### config.mk
export PLATFORM = sky130hd
export DESIGN_NAME = game_flow_ctl
export DESIGN_NICKNAME = d
export VERILOG_FILES = /design/src/rtl/game_pkg.sv /design/src/rtl/frame_timer.sv /design/src/rtl/game_flow_ctl.sv
export SDC_FILE = /design/constraint.sdc
export NUM_CORES = 1
export LEC_CHECK = 0
export CORE_MARGIN = 4
export CORE_UTILIZATION = 53
export CTS_CLUSTER_DIAMETER = 120
export DETAILED_ROUTE_END_ITERATION = 10
export GPL_TIMING_DRIVEN = 0
export PLACE_DENSITY = 0.82
export SYNTH_ARGS = -nofsm -noshare
export SYNTH_HDL_FRONTEND = slang
export SYNTH_SLANG_ARGS = --single-unit
### constraint.sdc
create_clock -name pclk -period 4.1 [get_ports pclk]
set_clock_uncertainty 0.2 [all_clocks]
set_input_delay 1.23 -clock pclk [delete_from_list [all_inputs] [get_ports pclk]]
set_output_delay 1.23 -clock pclk [all_outputs]
set_load 0.05 [all_outputs]
### src/rtl/game_pkg.sv
// game_pkg: shared state/stage encodings, position width and 13-bit sum helper
// for the game-flow sequencer.
package game_pkg;

    localparam int POS_W = 12;

    typedef enum logic [2:0] {
        TITLE,
        PLAY,
        WIN,
        LOSE,
        RESPAWN
    } state_t;

    localparam logic [1:0] STAGE_TITLE = 2'd0;
    localparam logic [1:0] STAGE_PLAY  = 2'd1;
    localparam logic [1:0] STAGE_WIN   = 2'd2;
    localparam logic [1:0] STAGE_LOSE  = 2'd3;

    // One bit wider than a position so edge + size never wraps past 4095.
    function automatic logic [POS_W:0] add(input logic [POS_W-1:0] p, input int unsigned s);
        return {1'b0, p} + (POS_W + 1)'(s);
    endfunction

    // RESPAWN is shown to the overlay as part of play.
    function automatic logic [1:0] stage_of(input state_t s);
        return s == TITLE ? STAGE_TITLE : s == WIN ? STAGE_WIN : s == LOSE ? STAGE_LOSE : STAGE_PLAY;
    endfunction

endpackage

### src/rtl/frame_timer.sv
// frame_timer: vsync rising-edge tick, per-second frame counter and round
// countdown with load (new round) and run (count this tick) controls.
module frame_timer #(
    parameter int FPS        = 60,
    parameter int TIME_LIMIT = 60
) (
    input  logic       pclk,
    input  logic       rst,
    input  logic       vsync_in,
    input  logic       load,
    input  logic       run,
    output logic       tick,
    output logic       expired,
    output logic [7:0] sec_left
);

    localparam int FW = $clog2(FPS + 1);

    logic          vsync_q;
    logic [FW-1:0] frame_cnt_q, frame_cnt_d;
    logic [7:0]    sec_left_q, sec_left_d;
    logic          wrap;

    always_comb begin
        tick        = vsync_in & ~vsync_q;
        wrap        = frame_cnt_q == FW'(FPS - 1);
        expired     = run && wrap && sec_left_q == 8'd1;
        frame_cnt_d = load ? '0 : run ? (wrap ? '0 : frame_cnt_q + FW'(1)) : frame_cnt_q;
        sec_left_d  = load ? 8'(TIME_LIMIT) : (run && wrap) ? sec_left_q - 8'd1 : sec_left_q;
    end

    always_ff @(posedge pclk) begin
        if (rst) begin
            vsync_q     <= 1'b0;
            frame_cnt_q <= '0;
            sec_left_q  <= 8'(TIME_LIMIT);
        end else begin
            vsync_q     <= vsync_in;
            frame_cnt_q <= frame_cnt_d;
            sec_left_q  <= sec_left_d;
        end
    end

    assign sec_left = sec_left_q;

endmodule

### src/rtl/game_flow_ctl.sv
// game_flow_ctl: title/play/win/lose sequencer with per-frame collision, goal
// and countdown checks. Define GAME_LIVES_EN for multi-life rounds with RESPAWN.
module game_flow_ctl
    import game_pkg::*;
#(
    parameter int USER_SIZE   = 16,
    parameter int OBST_SIZE   = 32,
    parameter int GOAL_X      = 736,
    parameter int GOAL_Y      = 536,
    parameter int GOAL_SIZE   = 48,
    parameter int TIME_LIMIT  = 60,
    parameter int FPS         = 60,
    parameter int HOLD_FRAMES = 120
`ifdef GAME_LIVES_EN
    ,
    parameter int LIVES       = 3
`endif
) (
    input  logic             pclk,
    input  logic             rst,
    input  logic             vsync_in,
    input  logic [3:0]       keys,
    input  logic [POS_W-1:0] user_xpos,
    input  logic [POS_W-1:0] user_ypos,
    input  logic [POS_W-1:0] obst_xpos,
    input  logic [POS_W-1:0] obst_ypos,
    output logic [1:0]       game_stage,
    output logic             play_en,
    output logic             user_pos_rst,
    output logic             text_en,
    output logic [7:0]       sec_left,
    output logic [1:0]       lives_left
);

    localparam int HW = $clog2(HOLD_FRAMES + 1);

    state_t        state_q, state_d;
    logic [3:0]    keys_q;
    logic [HW-1:0] hold_cnt_q, hold_cnt_d;
    logic [1:0]    game_stage_q;
    logic          play_en_q, text_en_q, user_pos_rst_q, user_pos_rst_d;
    logic          key_edge, hit, goal, hold_done, tick, expired, load, run;

    frame_timer #(
        .FPS       (FPS),
        .TIME_LIMIT(TIME_LIMIT)
    ) u_timer (
        .pclk    (pclk),
        .rst     (rst),
        .vsync_in(vsync_in),
        .load    (load),
        .run     (run),
        .tick    (tick),
        .expired (expired),
        .sec_left(sec_left)
    );

`ifdef GAME_LIVES_EN
    logic [1:0] lives_q, lives_d;
    assign lives_left = lives_q;
`else
    assign lives_left = 2'd1;
`endif

    always_comb begin
        key_edge  = |(keys & ~keys_q);
        hit       = add(user_xpos, 0) < add(obst_xpos, OBST_SIZE) && add(obst_xpos, 0) < add(user_xpos, USER_SIZE)
                 && add(user_ypos, 0) < add(obst_ypos, OBST_SIZE) && add(obst_ypos, 0) < add(user_ypos, USER_SIZE);
        goal      = add(user_xpos, 0) >= add('0, GOAL_X) && add(user_xpos, USER_SIZE) <= add('0, GOAL_X + GOAL_SIZE)
                 && add(user_ypos, 0) >= add('0, GOAL_Y) && add(user_ypos, USER_SIZE) <= add('0, GOAL_Y + GOAL_SIZE);
        hold_done = hold_cnt_q >= HW'(HOLD_FRAMES);
        load      = state_q == TITLE && key_edge;
        run       = state_q == PLAY && tick && !hit && !goal;
        state_d        = state_q;
        hold_cnt_d     = hold_cnt_q;
        user_pos_rst_d = 1'b0;
`ifdef GAME_LIVES_EN
        lives_d        = lives_q;
`endif
        case (state_q)
            TITLE: if (key_edge) begin
                state_d        = PLAY;
                user_pos_rst_d = 1'b1;
`ifdef GAME_LIVES_EN
                lives_d        = 2'(LIVES);
`endif
            end
            PLAY: begin
                hold_cnt_d = '0;
                if (tick && hit) begin
`ifdef GAME_LIVES_EN
                    state_d        = lives_q > 2'd1 ? RESPAWN : LOSE;
                    user_pos_rst_d = lives_q > 2'd1;
                    lives_d        = lives_q - 2'd1;
`else
                    state_d = LOSE;
`endif
                end else if (tick && goal) state_d = WIN;
                else if (expired) state_d = LOSE;
            end
`ifdef GAME_LIVES_EN
            RESPAWN: if (tick) begin
                hold_cnt_d = hold_cnt_q + HW'(1);
                if (hold_cnt_q >= HW'(HOLD_FRAMES - 1)) state_d = PLAY;
            end
`endif
            default: begin
                if (hold_done && key_edge) state_d = TITLE;
                else if (tick && !hold_done) hold_cnt_d = hold_cnt_q + HW'(1);
            end
        endcase
    end

    always_ff @(posedge pclk) begin
        if (rst) begin
            state_q        <= TITLE;
            keys_q         <= '0;
            hold_cnt_q     <= '0;
            game_stage_q   <= STAGE_TITLE;
            play_en_q      <= 1'b0;
            text_en_q      <= 1'b1;
            user_pos_rst_q <= 1'b0;
`ifdef GAME_LIVES_EN
            lives_q        <= 2'(LIVES);
`endif
        end else begin
            state_q        <= state_d;
            keys_q         <= keys;
            hold_cnt_q     <= hold_cnt_d;
            game_stage_q   <= stage_of(state_d);
            play_en_q      <= state_d == PLAY;
            text_en_q      <= state_d inside {TITLE, WIN, LOSE};
            user_pos_rst_q <= user_pos_rst_d;
`ifdef GAME_LIVES_EN
            lives_q        <= lives_d;
`endif
        end
    end

    assign game_stage   = game_stage_q;
    assign play_en      = play_en_q;
    assign text_en      = text_en_q;
    assign user_pos_rst = user_pos_rst_q;

endmodule
==> Yosys cells after proc, flatten, opt, wreduce, memory -nomap -nowiden <==
Cells that the tools add are included.
W data, S select, Z words.
{ "totals": {"ff_bits": 34, "input_bits": 55, "output_inout_bits": 15, "elab_cells": 81} }
{ "classes": {"add_sub_neg": 7, "order_cmp": 9, "eq_ne": 7, "muxes": 13, "bitwise": 5, "n_reduce_logical": 29} }
{ "ops": {"columns": ["cell", "count"], "rows": [
  ["$lt A12 B13 Y1", 4],
  ["$add A12 B5 Y13 const B", 2],
  ["$add A12 B6 Y13 const B", 2],
  ["$le A13 B10 Y1 const B", 2],
  ["$ge A12 B10 Y1 const B", 2],
  ["$logic_and A1 B1 Y1", 16],
  ["$mux W3", 5],
  ["$mux W7", 2],
  ["$pmux W7 S2", 1],
  ["$eq A8 B1 Y1 const B", 1],
  ["$sub A8 B1 Y8 const B", 1],
  ["$add A7 B1 Y7 const B", 1],
  ["$ge A7 B7 Y1 const B", 1],
  ["$add A6 B1 Y6 const B", 1],
  ["$eq A3 B1 Y1 const B", 2],
  ["$eq A3 B2 Y1 const B", 2],
  ["$eq A6 B6 Y1 const B", 1],
  ["$logic_not A3 Y1", 2],
  ["$mux W6", 1],
  ["$pmux W3 S2", 1],
  ["$reduce_or A2 Y1", 3],
  ["$and A4 B4 Y4", 1],
  ["$mux W2", 2],
  ["$not A4 Y4", 1],
  ["10 further kinds", 13]
]} }

==> Logic depth before layout (Yosys ltp) <==
{ "logic_depth": {"word_depth": 17, "depth_mapped": 16, "mapped_depth_nobuf": 13} }

==> Modules after synthesis <==
Synthesis repeated with hierarchy kept, for this count alone.
{ "unflattened": {"cells_unflattened": 388, "area_unflattened_um2": 3211.8} }
{ "by_module_without_submodules": {"columns": ["mod", "n_inst", "cells_per_inst", "area_each_um2", "seq_area_each_um2"], "rows": [
  ["game_flow_ctl", 1, 311, 2504.9, 380.4],
  ["frame_timer", 1, 77, 706.9, 300.3]
]} }

==> Worst setup path after synthesis <==
OpenSTA, ideal clock, no wires.
{ "synth_timing": {"kind": "input to register", "start": "in user_ypos[4]", "end": "reg u_timer.sec_left_q[0] (netlist: u_timer.sec_left[0])", "setup_ps": 69, "t_arrival_ps": 3684, "t_required_ps": 3831, "slack_ps": 147, "cell_stages": 15, "n_path_buf": 2, "path_cell_list": "ha_1 > nand4_1 > or2_1 > xor2_1 > ha_1 > a2111oi_0 > o21ai_0 > a21oi_1 > a221o_1 > nand3_2 > o211ai_2 > buf_6 > buf_8 > o21ai_1 > a21oi_2"} }
{ "synth_between": {"elab_chain_len": 7, "word_cells_on_any_way": 14, "cone_classes": "1 x add/sub; 4 x order compare; 9 x reduce/logical"} }
{ "synth_lines": {"columns": ["element", "line_no", "source"], "rows": [
  ["start: declaration", "game_flow_ctl.sv:24", "input logic [POS_W-1:0] user_ypos,"],
  ["$add A12 B5 Y13 or $lt A12 B13 Y1 (tied branches)", "game_pkg.sv:22, game_flow_ctl.sv:68", null],
  ["$lt A12 B13 Y1 or $logic_and A1 B1 Y1 (tied branches)", "game_flow_ctl.sv:68", "&& add(user_ypos, 0) < add(obst_ypos, OBST_SIZE) && add(obst_ypos, 0) < add(user_ypos, USER_SIZE);"],
  ["$logic_and A1 B1 Y1", "game_flow_ctl.sv:68", null],
  ["$logic_not A1 Y1", "game_flow_ctl.sv:73", "run = state_q == PLAY && tick && !hit && !goal;"],
  ["$logic_and A1 B1 Y1", "game_flow_ctl.sv:73", null],
  ["$logic_and A1 B1 Y1 *", "game_flow_ctl.sv:73", null],
  ["$logic_and A1 B1 Y1 *", "frame_timer.sv:29", "sec_left_d = load ? 8'(TIME_LIMIT) : (run && wrap) ? sec_left_q - 8'd1 : sec_left_q;"],
  ["end signal: assignment", "frame_timer.sv:36", "sec_left_q <= 8'(TIME_LIMIT);"],
  ["end signal: assignment", "frame_timer.sv:40", "sec_left_q <= sec_left_d;"],
  ["end: declaration", "frame_timer.sv:21", "logic [7:0] sec_left_q, sec_left_d;"]
]} }
Mark *: on every way between the ends. The rest lies on a longest branch, timed or not.
A chain may end at the register's enable or synchronous reset.

==> Final worst setup path <==
{ "layout_timing": {"start": "in user_ypos[5]", "end": "reg u_timer.frame_cnt_q[2]"} }
{ "layout_between": {"elab_chain_len": 6, "word_cells_on_any_way": 13, "cone_classes": "1 x add/sub; 4 x order compare; 8 x reduce/logical"} }
{ "layout_lines": {"columns": ["element", "line_no", "source"], "rows": [
  ["$add A12 B5 Y13 or $lt A12 B13 Y1 (tied branches)", "game_pkg.sv:22, game_flow_ctl.sv:68", null],
  ["$lt A12 B13 Y1 or $logic_and A1 B1 Y1 (tied branches)", "game_flow_ctl.sv:68", null],
  ["$logic_and A1 B1 Y1", "game_flow_ctl.sv:68", null],
  ["$logic_not A1 Y1", "game_flow_ctl.sv:73", null],
  ["$logic_and A1 B1 Y1", "game_flow_ctl.sv:73", null],
  ["$logic_and A1 B1 Y1 *", "game_flow_ctl.sv:73", null],
  ["end signal: assignment", "frame_timer.sv:39", "frame_cnt_q <= frame_cnt_d;"],
  ["end: declaration", "frame_timer.sv:20", "logic [FW-1:0] frame_cnt_q, frame_cnt_d;"]
]} }
Marks and branches as above.

==> qor.txt <==
share of layout cells above drive strength 1: 14.4%
die area: 8110 sq um
H-Tree Depth: 2
drt initial violations: 146
Buf/Inv on CP: 3
most numerous cell in the Yosys netlist: ha_1
final hold violation count: 0
WHS Endpoint: hold_cnt_q[6]
Mapped Cells: 444
number of synthesized flops with an enable pin: 0
FP Rows: 29
critical path class: in -> reg
Data required, critical path: 4120 ps
Synth Register Bits: 34
antenna violations before repair: 0
Synth Flop Type: dfxtp_1
total grt overflow: 0
commonest cells in the netlist: 55 x ha_1, 35 x inv_1, 34 x dfxtp_1, 34 x nor2_1, 28 x nand3_1
element type at the critical path start: input port
Crit path largest cell delay: 450 ps
Worst-Margin Slew: 913 ps
placed instance area: 4340 sq um
GPL Wtd Cong: 0.871
setup repair after global routing missed its margin: yes
Syn Area/Cell: 8.04 sq um
Worst-Skew Late Latency: 290 ps
f_max: 0.251 GHz
I/O pin count: 70
worst r2r src: keys_q[2]
Hold Path Class: reg -> reg
worst path cell trace: buf_6 > ha_4 > nand3_1 > xnor2_1 > ha_1 > nand4_1 > or4_4 > a221o_1 > nand3_2 > o211ai_4 > buf_6 > buf_4 > or4_4 > a21oi_2
non-filler cells, final: 611
Final Cycle Share: 97.4%
Max rail drop VDD: 0.256 mV
Root Buffer: clkbuf_8
DRT antenna net count: 0
R2R Path End: u_timer.sec_left[1]
IO Port Bufs: 67
WL final: 8690 um
Max FO, Critical Path: 6
# DRC: 0
layout overhead on the synthesized area: 30.8%
Post-DP HPWL: 6790 um
Cell variety after synth: 68
WHS Path Cells: 2
final core utilization: 72.3%
Hold Buf Count CTS: 0
global-route wire length before repair: 14,600 um
status: completed
share of the synthesized area in the top cell type: 19.3%
Final Cell Area: 4670 sq um
vias: 3,613
Leakage: 2.05 nW
clock slew seen by the registers of the worst setup and hold paths: 70 ps
Seq/Total Area, Yosys: 19.1%
power per cell area: 213 nW/um^2
Mapped Nets: 554
Post-synth ARST share: 0%
Inst Count DP: 588
largest net degree at the start of global routing: 11
CTS Sinks: 34
hold path start: hold_cnt_q[6]
Crit. End Element: flip-flop
CTS tree: built
max_cap viols: 0
Starting Density: 55.3%
total global-route track usage: 20.7%
Die Height: 90.1 um
CP arrival: 4010 ps
final period demand of the worst path: 3990 ps
ranking of synthesized cells by area: ha_1 19%, dfxtp_1 19%, nand3_1 3.9%
Slew Viols, Final: 0
Die X: 90.1 um
Reg2Reg Setup Slack: 1710 ps
cell family with most CP delay: simple AND/OR/NAND/NOR gates
Reg2Reg Depth: 7
Setup violations, final: 0
Wirelength per Cell: 14.2 um
via/cell ratio: 5.91
vias in the first global route: 3,489
clock tree buffer depth: 2
CP max stage cell: or4_4
headroom to the max-slew limit: 38.7%
mapped cell area: 3570 sq um
core footprint: 6460 sq um
Layout Nets: 643
Ant. Diodes: 0
First-pass DRT Iterations: 4
Ys Warns: 0
CTS buffer count: 5
area leader, netlist: ha_1
==> worst max path at each step <==
stage	slack [ps]	cells past startpoint	endpoint	start
2_1_floorplan	150	15	u_timer.sec_left[0]	user_ypos[4]
3_3_place_gp	-910	16	u_timer.frame_cnt_q[0]	user_ypos[4]
3_5_place_dp	-920	16	u_timer.frame_cnt_q[0]	user_ypos[4]
4_1_cts	0.8	14	u_timer.frame_cnt_q[2]	obst_ypos[6]
5_1_grt	-20	13	u_timer.frame_cnt_q[2]	user_xpos[8]
6_report	110	14	u_timer.frame_cnt_q[2]	user_ypos[5]
==> layout by cell type (no fill, tap or decap), types with 9 or more instances in the layout <==
| master | count |
|---|---|
| a21o_1 | 15 |
| a21oi_1 | 16 |
| a21oi_2 | 9 |
| buf_4 | 17 |
| clkdlybuf4s50_1 | 45 |
| dfxtp_1 | 34 |
| ha_1 | 53 |
| inv_1 | 35 |
| nand2_1 | 26 |
| nand3_1 | 28 |
| nand4_1 | 11 |
| nor2_1 | 34 |
| nor2b_1 | 13 |
| or3_1 | 9 |
| xnor2_1 | 13 |
| xor2_1 | 11 |
==> area by class of cell <==
cell class,instances,area (sq um)
clock buffer,7,86.3
timing repair buffer,82,812
multi-input combinational,361,2750
inverter,35,131
sequential,34,681
clock inverter,1,5.00
tap,77,96.3
buffer,14,106
fill,538,1790
==> repair_timing <==
item / CTS / global route
gates resized for setup: 55 / 19
endpoints found under the hold margin: 0 / 0
buffers inserted: 11 / 2
pin swaps: 13 / 9
setup endpoints to repair: 20 / 16
cloned: 2 / 0
==> metal layers <==
metal	routed length, um	share of wire (%)	vias to the layer above	global-route usage, %
met5	0	0	-	0
li1	-	-	1787	-
met3	386	4.4	17	3.51
met4	140	1.6	0	6.89
met1	3670	42	1727	24.2
met2	4490	52	82	38.0
==> cell families (layout without fill, tap and decap cells) <==
logic type | after synthesis | after routing | share of synthesized area (%)
other | 2 | 2 | 0.210
AO/OA/AOI/OAI | 95 | 95 | 19.7
XOR/XNOR | 27 | 27 | 6.83
adder cells (fa/ha/maj) | 56 | 56 | 19.6
buffers and inverters | 49 | 139 | 6.24
multiplexers | 4 | 4 | 1.12
flip-flops | 34 | 34 | 19.1
AND/OR/NAND/NOR | 177 | 177 | 27.3
==> state kept, by name, indices dropped and copies added, names as in the netlist <==
| name | flops |
|---|---|
| text_en | 1 |
| game_stage | 2 |
| play_en | 1 |
| u_timer.frame_cnt_q | 6 |
| keys_q | 4 |
| hold_cnt_q | 7 |
| user_pos_rst | 1 |
| state_q | 3 |
| u_timer.vsync_q | 1 |
| u_timer.sec_left | 8 |
==> stage by stage <==
step | total power, mW | hold slack [ps] | setup WS, ps | setup TNS [ps]
finish | 0.994 | 279 | 108 | 0
global route | 1.05 | 324 | -21.5 | -33.1
CTS | 0.988 | 284 | 0.831 | 0
detailed placement | 0.702 | 272 | -918 | -15310
global placement | 0.689 | 253 | -911 | -15340
floorplan | 0.568 | 240 | 147 | 0
==> power by group <==
group | internal, mW | total [mW] | switching (mW)
clock | 0.135 | 0.257 | 0.121
combinational | 0.190 | 0.394 | 0.204
sequential | 0.340 | 0.344 | 0.00340
total | 0.666 | 0.994 | 0.328
==> worst reg2reg max path, delay by kind of cell (launching register included) <==
kind,cells,cell delay (ps)
buf+inv,1,290
compound gates,2,840
simple gates,4,650
flops,1,320
Power figures use the tool's default switching activity.
